## config.mk

```make
export PLATFORM = sky130hd
export DESIGN_NAME = switchbank_fifo_poll
export DESIGN_NICKNAME = d
export VERILOG_FILES = /design/src/rtl/switchbank_pkg.sv /design/src/rtl/key_debounce.sv /design/src/rtl/switchbank_fifo_poll.sv
export SDC_FILE = /design/constraint.sdc
export NUM_CORES = 1
export LEC_CHECK = 0
export CORE_ASPECT_RATIO = 0.9
export CORE_MARGIN = 2
export CORE_UTILIZATION = 55
export CTS_BUF_LIST = sky130_fd_sc_hd__clkbuf_4
export CTS_CLUSTER_SIZE = 20
export DETAILED_ROUTE_END_ITERATION = 16
export DONT_BUFFER_PORTS = 1
export GPL_ROUTABILITY_DRIVEN = 1
export PLACE_DENSITY = 0.73
export REMOVE_ABC_BUFFERS = 1
export SETUP_SLACK_MARGIN = 0.5
export SYNTH_ARGS = -nofsm -noshare
export SYNTH_HDL_FRONTEND = slang
export SYNTH_SLANG_ARGS = --single-unit
```

## constraint.sdc

```tcl
create_clock -name clk -period 3 [get_ports clk]
set_clock_uncertainty 0.15 [all_clocks]
set_input_delay 0.3 -clock clk [delete_from_list [all_inputs] [get_ports clk]]
set_output_delay 0.3 -clock clk [all_outputs]
set_load 0.005 [all_outputs]
```

## src/rtl/switchbank_pkg.sv

```systemverilog
// Shared definitions for the switch-bank FIFO peripheral: status-word bit
// positions and the packed status layout used by the firmware header generator.
package switchbank_pkg;

    localparam int STAT_NONEMPTY = 0;
    localparam int STAT_FULL     = 1;
    localparam int STAT_OVF      = 2;
    localparam int STAT_CNT_LSB  = 3;
    localparam int STAT_CNT_W    = 5;

    // Declared MSB first so the fields land at bits [7:3], 2, 1, 0.
    typedef struct packed {
        logic [STAT_CNT_W-1:0] count;
        logic                  overflow;
        logic                  full;
        logic                  nonempty;
    } status_t;

endpackage

```

## src/rtl/key_debounce.sv

```systemverilog
// Synchronises and debounces the active-low enter key and emits a single-cycle
// pulse when the accepted level falls from released (1) to pressed (0).
module key_debounce #(
    parameter int DEBOUNCE_CYCLES = 4
) (
    input  logic clk,
    input  logic reset,
    input  logic key_n,
    output logic press_pulse
);

    logic       sync1_q, sync2_q;
    logic       stable_q, stable_d;
    logic [7:0] cnt_q, cnt_d;
    logic       differ;
    logic       settle;

    // The counter tracks how many consecutive samples disagree with the
    // accepted level; the level flips on the last one of the run.
    always_comb begin
        differ   = (sync2_q != stable_q);
        settle   = differ && (cnt_q == 8'(DEBOUNCE_CYCLES - 1));
        stable_d = stable_q;
        cnt_d    = 8'd0;
        if (settle) begin
            stable_d = sync2_q;
        end else if (differ) begin
            cnt_d = cnt_q + 8'd1;
        end
        press_pulse = settle && stable_q;
    end

    always_ff @(posedge clk) begin
        if (reset) begin
            sync1_q  <= 1'b1;
            sync2_q  <= 1'b1;
            stable_q <= 1'b1;
            cnt_q    <= 8'd0;
        end else begin
            sync1_q  <= key_n;
            sync2_q  <= sync1_q;
            stable_q <= stable_d;
            cnt_q    <= cnt_d;
        end
    end

endmodule

```

## src/rtl/switchbank_fifo_poll.sv

```systemverilog
// Polled switch-bank peripheral: each debounced key press captures the switches
// into a small FIFO that the CPU drains through a status/data register pair.
module switchbank_fifo_poll
    import switchbank_pkg::*;
#(
    parameter int DATA_W          = 16,
    parameter int DEPTH           = 4,
    parameter int DEBOUNCE_CYCLES = 4,
    parameter int IRQ_EN          = 0
) (
    input  logic              clk,
    input  logic              reset,
    input  logic [DATA_W-1:0] switches,
    input  logic              enter_key,
    input  logic              a0,
    input  logic              ack,
    output logic [DATA_W-1:0] data_out,
    output logic              irq
);

    localparam int PTR_W = $clog2(DEPTH);
    localparam int CNT_W = PTR_W + 1;

    logic [DATA_W-1:0] mem_q [DEPTH];
    logic [PTR_W-1:0]  wr_ptr_q, wr_ptr_d;
    logic [PTR_W-1:0]  rd_ptr_q, rd_ptr_d;
    logic [CNT_W-1:0]  count_q, count_d;
    logic              ovf_q, ovf_d;

    logic    press;
    logic    nonempty, full, push, pop, ovf_set;
    status_t status;
    logic [7:0] status_bits;

    key_debounce #(
        .DEBOUNCE_CYCLES(DEBOUNCE_CYCLES)
    ) u_key (
        .clk        (clk),
        .reset      (reset),
        .key_n      (enter_key),
        .press_pulse(press)
    );

    // A pop in the same cycle frees the slot, so a press into a full FIFO
    // is only dropped when nothing is being read out.
    always_comb begin
        nonempty = (count_q != '0);
        full     = (count_q == CNT_W'(DEPTH));
        pop      = ack && !a0 && nonempty;
        push     = press && (!full || pop);
        ovf_set  = press && full && !pop;

        wr_ptr_d = push ? wr_ptr_q + PTR_W'(1) : wr_ptr_q;
        rd_ptr_d = pop  ? rd_ptr_q + PTR_W'(1) : rd_ptr_q;
        count_d  = count_q;
        if (push && !pop) begin
            count_d = count_q + CNT_W'(1);
        end else if (pop && !push) begin
            count_d = count_q - CNT_W'(1);
        end

        ovf_d = ovf_q;
        if (ovf_set) begin
            ovf_d = 1'b1;
        end else if (ack && a0) begin
            ovf_d = 1'b0;
        end
    end

    always_ff @(posedge clk) begin
        if (reset) begin
            wr_ptr_q <= '0;
            rd_ptr_q <= '0;
            count_q  <= '0;
            ovf_q    <= 1'b0;
        end else begin
            wr_ptr_q <= wr_ptr_d;
            rd_ptr_q <= rd_ptr_d;
            count_q  <= count_d;
            ovf_q    <= ovf_d;
        end
    end

    // Storage needs no reset: an empty FIFO never exposes its contents.
    always_ff @(posedge clk) begin
        if (push) begin
            mem_q[wr_ptr_q] <= switches;
        end
    end

    always_comb begin
        status.count    = STAT_CNT_W'(count_q);
        status.overflow = ovf_q;
        status.full     = full;
        status.nonempty = nonempty;
        status_bits     = status;
        if (a0) begin
            data_out = DATA_W'(status_bits);
        end else if (nonempty) begin
            data_out = mem_q[rd_ptr_q];
        end else begin
            data_out = '0;
        end
    end

    assign irq = (IRQ_EN != 0) ? nonempty : 1'b0;

endmodule

```

### Word level (Yosys, flattened, before mapping)

Memory sizes are Yosys's and may differ from the RTL's. A register that Yosys moved wholly into a read port is not among the register bits.
Cells that the tools add are included.

| storage, ports and cells | value |
|---|---|
| memories | 1 |
| output and inout bits | 17 |
| logic and storage cells | 47 |
| register bits | 19 |
| input bits | 21 |
| RAM bits | 64 |

Memories:

| name | depth | bits a word | rd ports | clocked after Yosys merged registers in | wr ports | line | source |
|---|---|---|---|---|---|---|---|
| mem_q | 4 | 16 | 1 | 1 | 1 | switchbank_fifo_poll.sv:24 | `logic [DATA_W-1:0] mem_q [DEPTH];` |

| cells by class | value |
|---|---|
| bitwise gates (word level) | 1 |
| multiplexer cells | 10 |
| equal/unequal tests | 3 |
| add/subtract/negate cells | 5 |
| reduce and logical (&&, ||, !) cells | 19 |

Operators with widths:

| cell | count |
|---|---|
| 2-to-1 mux 16 bit | 2 |
| logical AND 1 bit | 10 |
| adder 8 x 1 -> 8 bit, second input constant | 1 |
| equality test 8 x 2 -> 1 bit, second input constant | 1 |
| 2-to-1 mux 3 bit | 2 |
| adder 2 x 1 -> 2 bit, second input constant | 2 |
| zero test 1 bit | 4 |
| 2-to-1 mux 1 bit | 4 |
| 2-to-1 mux 2 bit | 2 |
| nonzero test 2 bit | 2 |
| adder 3 x 1 -> 3 bit, second input constant | 1 |
| equality test 3 bit, second input constant | 1 |
| nonzero test 3 bit | 1 |
| OR reduction 3 bit | 1 |
| subtractor 3 x 1 -> 3 bit, second input constant | 1 |
| logical OR 1 bit | 1 |
| != test 1 bit | 1 |
| NOT 1 bit | 1 |

### Depth between registers and ports, before layout

| logic depth | value |
|---|---|
| depth in word-level cells | 9 |
| mapped depth | 9 |

### Hierarchy

From an unflattened synthesis, not the netlist that was laid out.

| unflattened totals | value |
|---|---|
| cells, all modules | 215 |
| area total of the unflattened synthesis | 3,507.1 sq um |

By module, submodules not included:

| module | area each (sq um) | cells an instance | times used |
|---|---|---|---|
| switchbank_fifo_poll | 3,037.9 | 168 | 1 |
| key_debounce | 469.2 | 47 | 1 |

### Worst setup path after synthesis

Ideal clock, no wire load.

| timing | value |
|---|---|
| path kind | register to register |
| from | reg u_key.cnt_q[0] |
| to | reg count_q[2] |
| stages on the path, launching flop included | 10 |
| path slack | 0.046 ns |
| arrival time | 2.734 ns |
| path through | dfxtp_1 > ha_1 > or4b_4 > a2111oi_4 > ha_1 > inv_1 > fa_1 > xor2_1 > or3_1 > a21oi_1 |

| between the ends | value |
|---|---|
| longest elaborated chain between the ends | 7 |
| elaborated cells between the ends (all ways) | 9 |
| those cells by class | eq/ne (1); mux (1); reduce/logical (7) |

RTL lines:

| what | line | source |
|---|---|---|
| start: declaration | key_debounce.sv:14 | `logic [7:0] cnt_q, cnt_d;` |
| start signal: assignment | key_debounce.sv:43 | `cnt_q <= cnt_d;` |
| equality test 8 x 2 -> 1 bit * | key_debounce.sv:22 | `settle = differ && (cnt_q == 8'(DEBOUNCE_CYCLES - 1));` |
| logical AND 1 bit * | key_debounce.sv:22 |  |
| logical AND 1 bit * | key_debounce.sv:30 | `press_pulse = settle && stable_q;` |
| logical AND 1 bit * | switchbank_fifo_poll.sv:50 | `push = press && (!full \|\| pop);` |
| net push | switchbank_fifo_poll.sv:31 | `logic nonempty, full, push, pop, ovf_set;` |
| zero test 1 bit | switchbank_fifo_poll.sv:58 | `end else if (pop && !push) begin` |
| logical AND 1 bit | switchbank_fifo_poll.sv:58 |  |
| nonzero test 2 bit (no line) | n/a |  |
| end signal: assignment | switchbank_fifo_poll.sv:79 | `count_q <= count_d;` |
| end: declaration | switchbank_fifo_poll.sv:27 | `logic [CNT_W-1:0] count_q, count_d;` |

Mark *: on every way through the listed nets, which the timed path passes. The rest lies on a longest branch.
A chain may end at the register's enable or synchronous reset.

### Worst setup path after layout

Ends and elaborated chain as after synthesis.

==> metrics <==
status=complete, but fails checks; failing checks=hold timing; clk slew on worst S/H paths=0.13 ns; Vias=1902; EDFF count, synth=64; hold_ws=-0.226 ns; Chip Height=79.1 um; Filler Cells Inserted=414; CTS H-tree depth=3; Clock Latency Late Sink=0.42 ns; number of port buffers=0; Tot Pwr=1990 uW; Final Util=66.3%; Final Worst Setup Slack=0.361 ns; fin crit period=2.64 ns; Post-Synth Adder-Cell Area=2.76%; GP Congestion=0.788; Die ar.=6920 um^2; mux contribution to synthesized area=11.0%; initial antenna violation count=0; # rows=27; Slew @ Worst Pin=0.678 ns; Core Box Area=6080 um^2; main combinational cell family by area after synthesis=multiplexers; Chip Width=87.5 um; first-pass GRT wire length=10100 um; upper clock frequency limit=379 MHz; clk root buf=clkbuf_4; CTS tree=yes; initial core utilization=56.7%; # hold bufs at CTS=28; ANT cells=0; TNS Setup=0 ns; layout cells sized above 1=24.3%; #FFs+latches synth=85; Clock Tree Buf Depth=2; Avg WL per Cell=19.2 um; most frequent cell after synthesis=edfxtp_1; area grow syn2layout=16.9%; Final Max Slew Viols=0; Setup crit end kind=flip-flop; worst setup path class=flip-flop to flip-flop; top post-synthesis cells by count=64 x edfxtp_1, 21 x dfxtp_1, 19 x nor2_1; post-synthesis cell count=211; Lkg Pwr=0.00133 uW; critical path peak fanout=2; detailed-route DRC error count=0; pre-CTS setup slack=0.0617 ns; vias in the first global route=2030; share of the yosys chip area belonging to registers=67.9%; maxcap violations=0; GR Util All Layers=19.8%; Worst Path Required=3.22 ns; Hold Crit Class=input port to flip-flop; Slew Limit Headroom=54.7%; syn avg cell area=16.3 um^2; sequential cell area=2350 um^2; post-DP HPWL=3910 um; multi-input combinational cell area=1070 um^2; WL final=6270 um; final std cells w/o fill=327; DP Cell Count=278; synth top area cells=edfxtp_1 56%, dfxtp_1 12%, mux4_2 10%; Mapped Area=3450 um^2; Ports=38; final hold vios=4; VDD IR max=0.000374 V; Net count, final=278; unrepaired setup endpoints after global routing=true; top_reg_cell synth=edfxtp_1; Data arrival, critical path=2.86 ns; clock sinks=85; Routed Antenna Nets=0; pwr/cell area=495 nW/um^2; grt ovf=0; Post-Synth XOR/XNOR Area=2.29%; Simple-Gate Fraction of Synth Area=10.1%; period utilization=88.0%; largest net degree at the start of global routing=17; DRT Pass-1 Iters=4; Worst setup SP type=flip-flop; Distinct cells, synth=42; final setup fails=0; Async S/R FF share, synth=0%; Compound-Gate Fraction of Synth Area=3.88%; cell taking the most area after synthesis=edfxtp_1; 1st-iter DRT viols=107; Yosys top cell area share=55.8%; Yosys warning total=0; DR vias/cell=5.82; Num CTS Buffers=9
-- critical path, stage by stage (launching register included) --
cell       delay (ns)
dfxtp_2          0.37
ha_4             0.14
or4b_4           0.48
a2111oi_4        0.24
ha_2             0.24
inv_1            0.05
fa_2             0.33
xor2_1           0.16
or3_1            0.31
a21oi_1          0.12
-- per-stage QoR --
stage          hold WS (ns)  area, um^2
3_5_place_dp          0.225        3520
5_1_grt              -0.285        4030
4_1_cts              -0.258        4010
6_report             -0.226        4030
2_1_floorplan         0.219        3400
3_3_place_gp          0.221        3520
-- power by group --
| group | total (uW) | leakage, uW | internal [uW] | switching [uW] |
|---|---|---|---|---|
| clock | 689 | 0.0000833 | 334 | 355 |
| combinational | 41.9 | 0.000496 | 24.3 | 17.5 |
| sequential | 1260 | 0.000746 | 1260 | 1.13 |
-- what timing repair did --
action / CTS / global route
cloned: 0 / 0
pin swaps: 3 / 1
setup endpoints to repair: 71 / 19
gates resized for setup: 7 / 4
hold endpoints to repair: 78 / 4
setup buffers: 4 / 1
-- cell usage in the layout (no fill, tap or decap), types with 2 or more instances in the layout --
master	synthesis	routed
mux2i_1	2	2
nor2_1	19	17
and2_1	10	10
nor3_1	3	2
mux4_2	16	16
buf_4	1	9
dfxtp_1	21	18
clkbuf_4	0	9
and2_2	4	4
inv_1	5	5
nand2_1	2	2
dfxtp_2	0	3
nor2_2	0	2
dlygate4sd3_1	0	28
or2b_2	2	2
nand3_1	5	5
or2_2	3	3
clkinv_2	0	2
xnor2_1	2	2
o21ai_0	2	2
nor3b_1	2	2
bufinv_16	0	2
or3_1	3	3
edfxtp_1	64	64
xor2_1	7	7
a22o_1	4	4
ha_1	6	4
a21oi_1	3	3
-- metal layers --
layer	GRT usage, %	wire length, um	vias to the layer above
met4	7.54	70	0
met3	8.52	404	6
met5	0	0	-
li1	-	-	876
met1	23.7	2510	955
met2	31.9	3280	65
-- kinds of logic after synthesis --
family | count (synthesis)
xor gates and xnor gates | 9
AOI/OAI and AO/OA | 16
muxes | 18
other | 1
buffers and inverters | 14
adders and majority gates | 7
and+or+nand+nor | 61
DFF | 85
-- flip-flops by register name, indices dropped and copies added (netlist names), named ones only --
register	flops
u_key.sync1_q	1
count_q	3
u_key.stable_q	1
ovf_q	1
wr_ptr_q	2
mem_q	64
rd_ptr_q	2
u_key.cnt_q	8
u_key.sync2_q	1
-- worst paths after layout --
kind	from	end	slack (ns)	cells past startpoint
worst max-delay path	u_key.cnt_q[0]$_SDFF_PP0_	count_q[2]$_SDFFE_PP0P_	0.36	9
worst min-delay path	reset	count_q[0]$_SDFFE_PP0P_	-0.23	1
worst max register to register	u_key.cnt_q[0]$_SDFF_PP0_	count_q[2]$_SDFFE_PP0P_	0.36	9
worst min register to register	u_key.cnt_q[7]$_SDFF_PP0_	u_key.cnt_q[7]$_SDFF_PP0_	0.41	2
-- area by class of cell --
type,count,area share (%)
Clock inverter,7,2.24
Multi-Input combinational cell,112,26.5
Inverter,5,0.466
Clock buffer,9,1.68
Tap cell,72,2.24
Sequential cell,85,58.2
Timing Repair Buffer,37,8.63
No activity file was read; power rests on OpenSTA's default activity.
